## config.mk

```make
export PLATFORM = sky130hd
export DESIGN_NAME = fetch_stage
export DESIGN_NICKNAME = d
export VERILOG_FILES = /design/src/rtl/pipeline_pkg.sv /design/src/rtl/fetch_nextpc.sv /design/src/rtl/fetch_stage.sv
export SDC_FILE = /design/constraint.sdc
export NUM_CORES = 1
export LEC_CHECK = 0
export ABC_CLOCK_PERIOD_IN_PS = 8990
export CAP_MARGIN = 20
export CORE_ASPECT_RATIO = 1.5
export CORE_UTILIZATION = 28
export CTS_BUF_LIST = sky130_fd_sc_hd__clkbuf_8
export CTS_CLUSTER_DIAMETER = 60
export CTS_CLUSTER_SIZE = 24
export DETAILED_ROUTE_END_ITERATION = 8
export HOLD_SLACK_MARGIN = 0.05
export SLEW_MARGIN = 20
export SYNTH_ARGS = -nofsm -noshare
export SYNTH_HDL_FRONTEND = slang
export SYNTH_SLANG_ARGS = --single-unit
```

## constraint.sdc

```tcl
create_clock -name clock -period 8.99 [get_ports clock]
set_input_delay 1.798 -clock clock [delete_from_list [all_inputs] [get_ports clock]]
set_output_delay 1.798 -clock clock [all_outputs]
set_load 0.05 [all_outputs]
```

## src/rtl/pipeline_pkg.sv

```systemverilog
// pipeline_pkg
// Shared types and constants for the DLX pipeline front end.
//   word_addr_t   : 30-bit word address (byte address bits [31:2])
//   fetch_state_e : fetch-stage handshake states
//   NOP_INSTR_DEFAULT : bubble instruction (R-type funct 21)
//   byteAddr()    : word address + offset, converted to a byte address
package pipeline_pkg;

  typedef logic [29:0] word_addr_t;

  localparam logic [31:0] NOP_INSTR_DEFAULT = 32'h0000_0015;

  typedef enum logic [1:0] {
    S_BOOT,
    S_REQ,
    S_WAIT,
    S_FULL
  } fetch_state_e;

  // Word arithmetic stays 30 bits wide, so it wraps modulo 2^30 before
  // the byte offset is appended.
  function automatic logic [31:0] byteAddr(input word_addr_t w, input word_addr_t offset);
    word_addr_t sum;
    sum = w + offset;
    return {sum, 2'b00};
  endfunction

endpackage

```

## src/rtl/fetch_nextpc.sv

```systemverilog
// fetch_nextpc
// Redirect acceptance, pending-redirect register and next-PC selection for
// the fetch stage.
// Ports:
//   clock_i, reset_i          : clock and asynchronous active-high reset
//   stall_i                   : hazard stall; redirects are ignored while high
//   branch_i, branch_target_i : taken branch and its word target
//   jump_i, jar_i, jr_target_i: jump, register-form select, register target
//   state_i                   : current fetch state
//   gnt_i                     : memory accepted the request this cycle
//   pc_i                      : current fetch PC
//   pc_d_o                    : value the fetch PC takes at the next edge
module fetch_nextpc
  import pipeline_pkg::*;
(
  input  logic         clock_i,
  input  logic         reset_i,
  input  logic         stall_i,
  input  logic         branch_i,
  input  word_addr_t   branch_target_i,
  input  logic         jump_i,
  input  logic         jar_i,
  input  word_addr_t   jr_target_i,
  input  fetch_state_e state_i,
  input  logic         gnt_i,
  input  word_addr_t   pc_i,
  output word_addr_t   pc_d_o
);

  logic       redirV_q, redirV_d;
  word_addr_t redirPc_q, redirPc_d;

  logic       accept;
  word_addr_t target;
  logic       grantFire;
  logic       slotIssued;
  word_addr_t nextSeq;

  // A redirect only counts when decode is not stalled.  A jump beats a
  // simultaneous branch, but only the register form changes the target.
  always_comb begin
    accept     = ~stall_i & (branch_i | jump_i);
    target     = (jump_i & jar_i) ? jr_target_i : branch_target_i;
    grantFire  = (state_i == S_REQ) & gnt_i;
    slotIssued = (state_i == S_WAIT) | (state_i == S_FULL);
    nextSeq    = redirV_q ? redirPc_q : (pc_i + 30'd1);
  end

  // The delay slot is the first request granted after the branch reached
  // decode.  If that grant has not happened yet the target is parked in the
  // pending register and applied at the grant; if it already happened
  // (waiting or buffered) the PC can jump straight to the target.
  always_comb begin
    pc_d_o    = pc_i;
    redirV_d  = redirV_q;
    redirPc_d = redirPc_q;
    if (grantFire) begin
      pc_d_o   = accept ? target : nextSeq;
      redirV_d = 1'b0;
    end else if (accept && slotIssued) begin
      pc_d_o   = target;
      redirV_d = 1'b0;
    end else if (accept) begin
      redirV_d  = 1'b1;
      redirPc_d = target;
    end
  end

  // Pending redirect storage; a later redirect simply overwrites it.
  always_ff @(posedge clock_i or posedge reset_i) begin
    if (reset_i) begin
      redirV_q  <= 1'b0;
      redirPc_q <= '0;
    end else begin
      redirV_q  <= redirV_d;
      redirPc_q <= redirPc_d;
    end
  end

endmodule

```

## src/rtl/fetch_stage.sv

```systemverilog
// fetch_stage
// Instruction-fetch stage of the 5-stage DLX pipeline.  Owns the PC, issues
// one word fetch at a time to a variable-latency instruction memory and
// hands decode the instruction together with its PC+4 / PC+8 byte addresses.
// Branch/jump redirects resolved in decode take effect after one delay slot.
// Ports:
//   clock, reset       : clock and asynchronous active-high reset
//   stall              : hold every output to decode, ignore redirects
//   branch, branch_target, jump, jar, jr_target : redirect inputs from decode
//   imem_req, imem_addr: fetch request and word address
//   imem_gnt           : request accepted
//   imem_rvalid, imem_rdata : returned instruction word
//   instruction, delayslot, delayslot2, if_valid : outputs to decode
// Optional build macro FETCH_PERF_EN adds perf_fetched / perf_bubbles
// counters (output loads and bubble insertions).
module fetch_stage
  import pipeline_pkg::*;
#(
  parameter word_addr_t  RESET_PC  = 30'h0,
  parameter logic [31:0] NOP_INSTR = NOP_INSTR_DEFAULT
) (
  input  logic        clock,
  input  logic        reset,
  input  logic        stall,
  input  logic        branch,
  input  logic [29:0] branch_target,
  input  logic        jump,
  input  logic        jar,
  input  logic [29:0] jr_target,
  output logic        imem_req,
  output logic [29:0] imem_addr,
  input  logic        imem_gnt,
  input  logic        imem_rvalid,
  input  logic [31:0] imem_rdata,
  output logic [31:0] instruction,
  output logic [31:0] delayslot,
  output logic [31:0] delayslot2,
  output logic        if_valid
`ifdef FETCH_PERF_EN
  ,
  output logic [31:0] perf_fetched,
  output logic [31:0] perf_bubbles
`endif
);

  fetch_state_e state_q, state_d;
  word_addr_t   pc_q, pc_d;
  word_addr_t   fetchPc_q, fetchPc_d;
  logic [31:0]  buf_q, buf_d;
  logic [31:0]  instr_q, instr_d;
  logic [31:0]  ds_q, ds_d;
  logic [31:0]  ds2_q, ds2_d;
  logic         valid_q, valid_d;

  logic         grantFire;
  logic         memLoad;
  logic         bufLoad;
  logic         bufCapture;
  logic         outLoad;
  logic [31:0]  loadWord;

  // Redirect handling and next-PC selection live in their own block.
  fetch_nextpc u_nextpc (
    .clock_i         (clock),
    .reset_i         (reset),
    .stall_i         (stall),
    .branch_i        (branch),
    .branch_target_i (branch_target),
    .jump_i          (jump),
    .jar_i           (jar),
    .jr_target_i     (jr_target),
    .state_i         (state_q),
    .gnt_i           (imem_gnt),
    .pc_i            (pc_q),
    .pc_d_o          (pc_d)
  );

  // FSM state register.  After reset the stage spends one cycle in S_BOOT
  // so an rvalid belonging to a fetch cut off by reset lands outside S_WAIT.
  always_ff @(posedge clock or posedge reset) begin
    if (reset) begin
      state_q <= S_BOOT;
    end else begin
      state_q <= state_d;
    end
  end

  // FSM next-state logic.  Only one request is ever outstanding: a new one
  // is issued only after the previous word has been handed to decode.
  always_comb begin
    state_d = state_q;
    case (state_q)
      S_BOOT: state_d = S_REQ;
      S_REQ:  if (imem_gnt) state_d = S_WAIT;
      S_WAIT: if (imem_rvalid) state_d = stall ? S_FULL : S_REQ;
      S_FULL: if (!stall) state_d = S_REQ;
      default: state_d = S_BOOT;
    endcase
  end

  // FSM outputs: the memory request plus the load/capture strobes that steer
  // the datapath.  A word arriving during a stall is parked in the buffer.
  always_comb begin
    imem_req   = 1'b0;
    grantFire  = 1'b0;
    memLoad    = 1'b0;
    bufLoad    = 1'b0;
    bufCapture = 1'b0;
    case (state_q)
      S_REQ: begin
        imem_req  = 1'b1;
        grantFire = imem_gnt;
      end
      S_WAIT: begin
        memLoad    = imem_rvalid & ~stall;
        bufCapture = imem_rvalid & stall;
      end
      S_FULL: begin
        bufLoad = ~stall;
      end
      default: begin
        imem_req = 1'b0;
      end
    endcase
  end

  assign imem_addr = pc_q;

  // Datapath next values.  When not stalled, each cycle either loads a real
  // instruction or inserts a bubble; the link addresses are only updated by
  // real loads so decode always sees those of the last real instruction.
  always_comb begin
    outLoad   = memLoad | bufLoad;
    loadWord  = bufLoad ? buf_q : imem_rdata;
    fetchPc_d = grantFire ? pc_q : fetchPc_q;
    buf_d     = bufCapture ? imem_rdata : buf_q;
    instr_d   = instr_q;
    ds_d      = ds_q;
    ds2_d     = ds2_q;
    valid_d   = valid_q;
    if (!stall) begin
      if (outLoad) begin
        instr_d = loadWord;
        ds_d    = byteAddr(fetchPc_q, 30'd1);
        ds2_d   = byteAddr(fetchPc_q, 30'd2);
        valid_d = 1'b1;
      end else begin
        instr_d = NOP_INSTR;
        valid_d = 1'b0;
      end
    end
  end

  // Datapath registers: PC, outstanding fetch address, response buffer and
  // the outputs presented to decode.
  always_ff @(posedge clock or posedge reset) begin
    if (reset) begin
      pc_q      <= RESET_PC;
      fetchPc_q <= RESET_PC;
      buf_q     <= NOP_INSTR;
      instr_q   <= NOP_INSTR;
      ds_q      <= '0;
      ds2_q     <= '0;
      valid_q   <= 1'b0;
    end else begin
      pc_q      <= pc_d;
      fetchPc_q <= fetchPc_d;
      buf_q     <= buf_d;
      instr_q   <= instr_d;
      ds_q      <= ds_d;
      ds2_q     <= ds2_d;
      valid_q   <= valid_d;
    end
  end

  assign instruction = instr_q;
  assign delayslot   = ds_q;
  assign delayslot2  = ds2_q;
  assign if_valid    = valid_q;

`ifdef FETCH_PERF_EN
  logic [31:0] perfFetched_q;
  logic [31:0] perfBubbles_q;

  // Event counters: one count per real load and one per inserted bubble.
  // Stalled cycles count as neither.  Both wrap naturally at 2^32.
  always_ff @(posedge clock or posedge reset) begin
    if (reset) begin
      perfFetched_q <= '0;
      perfBubbles_q <= '0;
    end else if (!stall) begin
      if (outLoad) begin
        perfFetched_q <= perfFetched_q + 32'd1;
      end else begin
        perfBubbles_q <= perfBubbles_q + 32'd1;
      end
    end
  end

  assign perf_fetched = perfFetched_q;
  assign perf_bubbles = perfBubbles_q;
`else
  // Without the performance build the load/bubble events are not counted.
`endif

endmodule

```

==> impl_metrics.yaml, run 1 <==
outcome:
  status: "complete, no violations"
synth:
  synthArstFlopShare_pct: 100.0
  syn-cell-area_sq_mm: 0.01073
  synth_top_cell_by_area: "dfrtp_1"
  yosysMostFrequentCell: "dfrtp_1"
  synth_cell_types: 57
  syn_avg_cell_area_sq_um: 10.02
  synth_top_area_share_pct: 49.43
  synth_edf_count: 0
  ys_ff_latch: 218
  synthTopCellsByCount: "dfrtp_1 (212), nand2_1 (180), o21ai_0 (117), mux2_2 (61), nor2_1 (59)"
  synthCells: 1071
  yosysWarnings: 0
  synth-main-ff-cell: "dfrtp_1"
  synth_area_leaders: "dfrtp_1 (49%), mux2_2 (6.4%), nand2_1 (6.3%), o21ai_0 (5.5%), xor2_1 (3.6%)"
  yosysSeqAreaShare_pct: 50.90
worst_setup_path:
  crit_required_ns: 9.47
  slowest_delay_ns: 0.79
  worst-endpoint-arrival_ns: 4.83
  ff2ff_setup_slack_ns: 5.68
  end_kind: "register"
  rr_worst_depth: 7
  startpoint_type: "primary input"
  critPathKind: "in2reg"
  path_cells: "buf_2 > buf_4 > o21bai_1 > nand3_1 > nor2_1 > o21ai_0 > a22o_1"
  crit_slowest_cell: "nand3_1"
  worstPathMaxFanout: 70
sta:
  slew_viol_final: 0
  hold_viol: 0
  max_freq_mhz: 230.2
  post-route-min-period_ns: 4.345
  fin_crit_sh_pct: 48.33
  max_slew_margin_pct: 24.58
  tightest_slew_ns: 1.122
  setup_tns_ns: 0
  setup_viol: 0
  rsz0062_at_grt: "no"
  fin_worst_skew_ns: 0.04895
  setup_ws_ns: 4.645
place:
  dpl.cell_count: 1719
  pre_cts_ws_ns: 4.010
  dp_hpwl_mm: 22.13
  gp_congestion: 0.8349
  numPortBuffers: 223
  place_area_sq_mm: 0.01336
cts:
  cts_tree: "yes"
  cts_sinks: 218
  cts_root_buf: "clkbuf_8"
  hold_buffers: 0
  clkTransAtPathRegs_ns: 0.15
  insertion_delay_ns: 0.58
  cts.path.max_buffers: 3
  cts_buffers: 15
  htreeDepth: 1
  post_cts_buffers: 0
  postCtsResizedCells: 0
pwr:
  power_switching_mw: 2.269
  p_leak_nw: 5.725
  swShare_pct: 47.60
  power_density_mw_per_mm2: 347.0
  internal_power_mw: 2.498
  vdd_drop_max_mv: 0.1777
  power_frac_clock_pct: 12.5
  pwr-share-comb_pct: 48.5
  seqPwrFrac_pct: 39.0
global_routing:
  grt_first_pass_wirelength_mm: 48.10
  grt_overflow: 0
  first_global_vias: 8309
  track_usage_pct: 15.64
  antenna_found_initial: 2
  grt_start_max_net_pins: 113
drt:
  vias: 8517
  drc: 0
  post_drt_wl_per_cell_um: 17.45
  drtPass1Iterations: 5
  drtAntennaViolNets: 0
  vias_per_cell: 4.875
  wl_mm: 30.48
  drt_iter0_drc: 547
floorplan:
  core_sq_mm: 0.03766
  dieArea_sq_mm: 0.03913
  io_pins: 228
  start_util_pct: 28.50
  dieWidth_um: 161.9
  die_h_um: 241.8
  placementRows: 87
finish:
  final.fill_count: 3895
  areaGrowthSynthToFinish_pct: 28.00
  layout-drive-gt1-share_pct: 9.562
  nets: 1355
  fin_cells: 1747
  final_cell_area_sq_mm: 0.01374
run:
  cap_violations: 0
hold_path:
  holdPathStages: 2
  hp-class: "reg2reg"
[per-stage QoR]
stage	hold slack, ns	power [mW]	util [%]
global placement	0.4542	4.161	35.48
finish	0.4816	4.767	36.48
CTS	0.4837	4.819	36.40
global route	0.5172	5.070	36.47
detailed placement	0.4697	4.215	35.48
floorplan	0.4413	3.372	-
[worst max-delay path, delay by kind of cell]
family                 cells  cell delay, ns
buffers and inverters      2            0.62
AND/OR/NAND/NOR            2            1.57
AO/OA/AOI/OAI              3            0.80
[flip-flops by register name, summed over array words and instances, names as in the netlist]
name	flops
buf_q	32
delayslot	30
delayslot2	30
fetchPc_q	30
if_valid	1
imem_addr	30
instruction	32
state_q	2
u_nextpc.redirPc_q	30
u_nextpc.redirV_q	1
[routing by layer]
| metal | up-vias | global-route usage, % | wire length (um) |
|---|---|---|---|
| met5 | - | 0 | 0 |
| met4 | 0 | 7.852 | 1320 |
| met3 | 54 | 1.767 | 1117 |
| met2 | 195 | 26.26 | 15180 |
| met1 | 4153 | 19.71 | 12860 |
| li1 | 4115 | - | - |
[final timing paths]
path / startpoint / endpoint
max: stall / imem_addr[14]
min: u_nextpc.redirPc_q[18] / imem_addr[18]
max reg2reg: state_q[0] / imem_addr[28]
min reg2reg: u_nextpc.redirPc_q[18] / imem_addr[18]
max in group asynchronous: reset / buf_q[5]
min in group asynchronous: reset / instruction[7]
[cell usage in the layout (no fill, tap or decap), types with 22 or more instances in the layout]
cell type and n:
mux2_2 61, nand2_1 179, clkdlybuf4s50_1 222, nor2_1 59, nand3_1 43, a21oi_1 25
mux2i_1 37, xnor2_1 22, o21ai_0 117, a221o_1 33, dfrtp_1 212, xor2_1 44
[final cells by class]
type                            count  area (sq um)  share of cell area (%)
Tap cell                          489         611.8                   4.454
Timing Repair Buffer              235          2330                   16.96
Sequential cell                   218          5463                   39.76
Multi-Input combinational cell    767          4928                   35.87
Clock inverter                      9         142.6                   1.038
Clock buffer                       15         206.4                   1.503
Inverter                           11         48.80                  0.3552
Antenna cell                        3         7.507                 0.05464
[kinds of logic (layout without fill, tap and decap cells)]
kind of cell               Yosys count  in the layout  synth area share (%)
AOI/OAI and AO/OA                  227            227                 13.45
and+or+nand+nor                    365            365                 16.13
xor gates and xnor gates            66             66                 5.386
muxes                               98             98                 9.851
adders and majority gates            7              7                0.8160
other                                1              7               0.03494
buffers and inverters               89            270                 3.427
DFF                                218            218                 50.90
[power by group through the flow]
stage	registers, mW	clock network [mW]	logic, mW
after floorplan	2.42	0	0.948
after global placement	1.87	0	2.29
after detailed placement	1.88	0	2.33
after CTS	1.86	0.623	2.33
after global routing	1.93	0.654	2.48
final	1.86	0.597	2.31
Note: power is estimated with default switching activity, not from simulation.
==> run 2: changes to the inputs <==
--- a/config.mk
+++ b/config.mk
@@ -5,7 +5,7 @@
 export SDC_FILE = /design/constraint.sdc
 export NUM_CORES = 1
 export LEC_CHECK = 0
-export ABC_CLOCK_PERIOD_IN_PS = 8990
+export ABC_CLOCK_PERIOD_IN_PS = 4000
 export CAP_MARGIN = 20
 export CORE_ASPECT_RATIO = 1.5
 export CORE_UTILIZATION = 28
==> constraint.sdc (replaced) <==
create_clock -name clock -period 4 [get_ports clock]
set_input_delay 0.8 -clock clock [delete_from_list [all_inputs] [get_ports clock]]
set_output_delay 0.8 -clock clock [all_outputs]
set_load 0.05 [all_outputs]
==> run 2 against run 1 <==
Die area unchanged. Combinational power increased by 130%. Sequential cell count unchanged. Clock power increased by 120%. Critical path depth decreased by 4. Routed wire length increased by 2.6%. First-iteration DRC count decreased by 1.1%. Sequential share of layout area decreased by 0.32 points. Clock skew decreased by 0.011 ns. Global-route usage increased by 0.41 points. Critical endpoint is now imem_req. Largest cell class unchanged.
==> impl_metrics.yaml, run 2 (synthesis results as in run 1) <==
worst_setup_path:
  startpoint_type: "register"
  crit_required_ns: 3.20
  worst-endpoint-arrival_ns: 2.21
  end_kind: "primary output"
  worstPathMaxFanout: 5
  rr_worst_depth: 9
  ff2ff_setup_slack_ns: 1.43
  r2r-end: "imem_addr[24]"
  critPathKind: "reg2out"
  rr_startpoint: "state_q[1]"
pwr:
  power_density_mw_per_mm2: 774.4
  p_leak_nw: 5.794
  vdd_drop_max_mv: 0.4495
  finalPower_mw: 10.73
global_routing:
  grt_overflow: 0
  track_usage_pct: 16.06
  first_global_vias: 8607
  grt_start_max_net_pins: 67
  antenna_found_initial: 3
  grt_first_pass_wirelength_mm: 49.54
place:
  dpl.cell_count: 1729
  gp_congestion: 0.8341
  dp_hpwl_mm: 23.13
  numPortBuffers: 223
drt:
  wl_mm: 31.26
  vias_per_cell: 4.911
  drtPass1Iterations: 4
  drc: 0
  drt_iter0_drc: 541
  post_drt_wl_per_cell_um: 17.76
  drtAntennaViolNets: 0
  vias: 8644
sta:
  fin_crit_sh_pct: 75.29
  slew_viol_final: 0
  post-route-min-period_ns: 3.011
  max_slew_margin_pct: 46.01
  max_freq_mhz: 332.1
  rsz0062_at_grt: "no"
  hold_viol: 0
  setup_viol: 0
  tightest_slew_ns: 0.8069
  setup_tns_ns: 0
  fin_worst_skew_ns: 0.03836
finish:
  fin_cells: 1760
  layout-drive-gt1-share_pct: 10.41
  final.fill_count: 3865
  nets: 1366
  areaGrowthSynthToFinish_pct: 29.05
  layout_commonest_cell: "clkdlybuf4s50_1"
  mostFrequentLayoutCells: "clkdlybuf4s50_1 (222), dfrtp_1 (212), nand2_1 (179)"
cts:
  cts_tree: "yes"
  insertion_delay_ns: 0.55
  cts_sinks: 218
  postCtsResizedCells: 0
  hold_buffers: 0
  post_cts_buffers: 0
  cts.path.max_buffers: 3
  cts_buffers: 16
  clkTransAtPathRegs_ns: 0.14
  cts_root_buf: "clkbuf_8"
  htreeDepth: 1
run:
  cap_violations: 0
floorplan:
  io_pins: 228
  dieArea_sq_mm: 0.03913
  die_h_um: 241.8
  start_util_pct: 28.50
  core_sq_mm: 0.03766
  dieWidth_um: 161.9
  placementRows: 87
hold_path:
  min_to: "u_nextpc.redirPc_q[12]"
  holdPathStages: 2
  hp-class: "reg2reg"
  min_from: "u_nextpc.redirPc_q[12]"
outcome:
  status: "complete, no violations"
## run 2: worst max path at each step
stage	end	startpoint	slack, ns	cells past startpoint
global route	imem_req	state_q[1]	0.87	3
global placement	imem_addr[13]	jump	0.75	7
finish	imem_req	state_q[1]	0.99	3
floorplan	buf_q[10]	reset	0.36	1
CTS	imem_req	state_q[1]	0.93	3
detailed placement	imem_addr[14]	jump	0.81	7
## run 2: layer usage
layer  vias up  share of wire, %  wire, um  global-route usage [%]
met4         0               3.8      1186                   7.603
met1      4224                42     13040                   19.86
met2       235                51     15950                   27.70
met3        47               3.4      1072                   1.664
li1       4138                 -         -                       -
met5         -                 0         0                       0
## run 2: critical path, stage by stage (launching register included)
cell and delay (ns):
dfrtp_1 0.44, inv_1 0.09, ha_1 0.24, clkdlybuf4s50_1 0.88
## run 2: power by group
part	internal [mW]	leakage [nW]	switching [mW]
Combinational	1.96	2.88	3.27
Sequential	3.14	2.73	1.04
Clock	0.456	0.183	0.856
Total	5.56	5.79	5.16
## run 2: layout make-up
type                    instances  area, sq um  area share, %
flip-flops and latches        218         5463          39.44
multi-input cells             767         4928          35.58
repair buffers                245         2440          17.62
well taps                     489        611.8          4.417
clock buffers                  17        234.0          1.689
clock inverters                10        121.4         0.8762
inverters                      11        45.04         0.3252
diodes                          3        7.507        0.05420
## run 2: metrics by stage
| step | setup WS [ns] | cell area [sq um] | utilization, % | hold slack [ns] |
|---|---|---|---|---|
| global route | 0.8683 | 13850 | 36.78 | 0.5223 |
| floorplan | 0.3648 | 10750 | - | 0.4413 |
| finish | 0.9885 | 13850 | 36.78 | 0.4875 |
| detailed placement | 0.8140 | 13480 | 35.80 | 0.4641 |
| global placement | 0.7545 | 13480 | 35.80 | 0.4585 |
| CTS | 0.9277 | 13840 | 36.74 | 0.4903 |
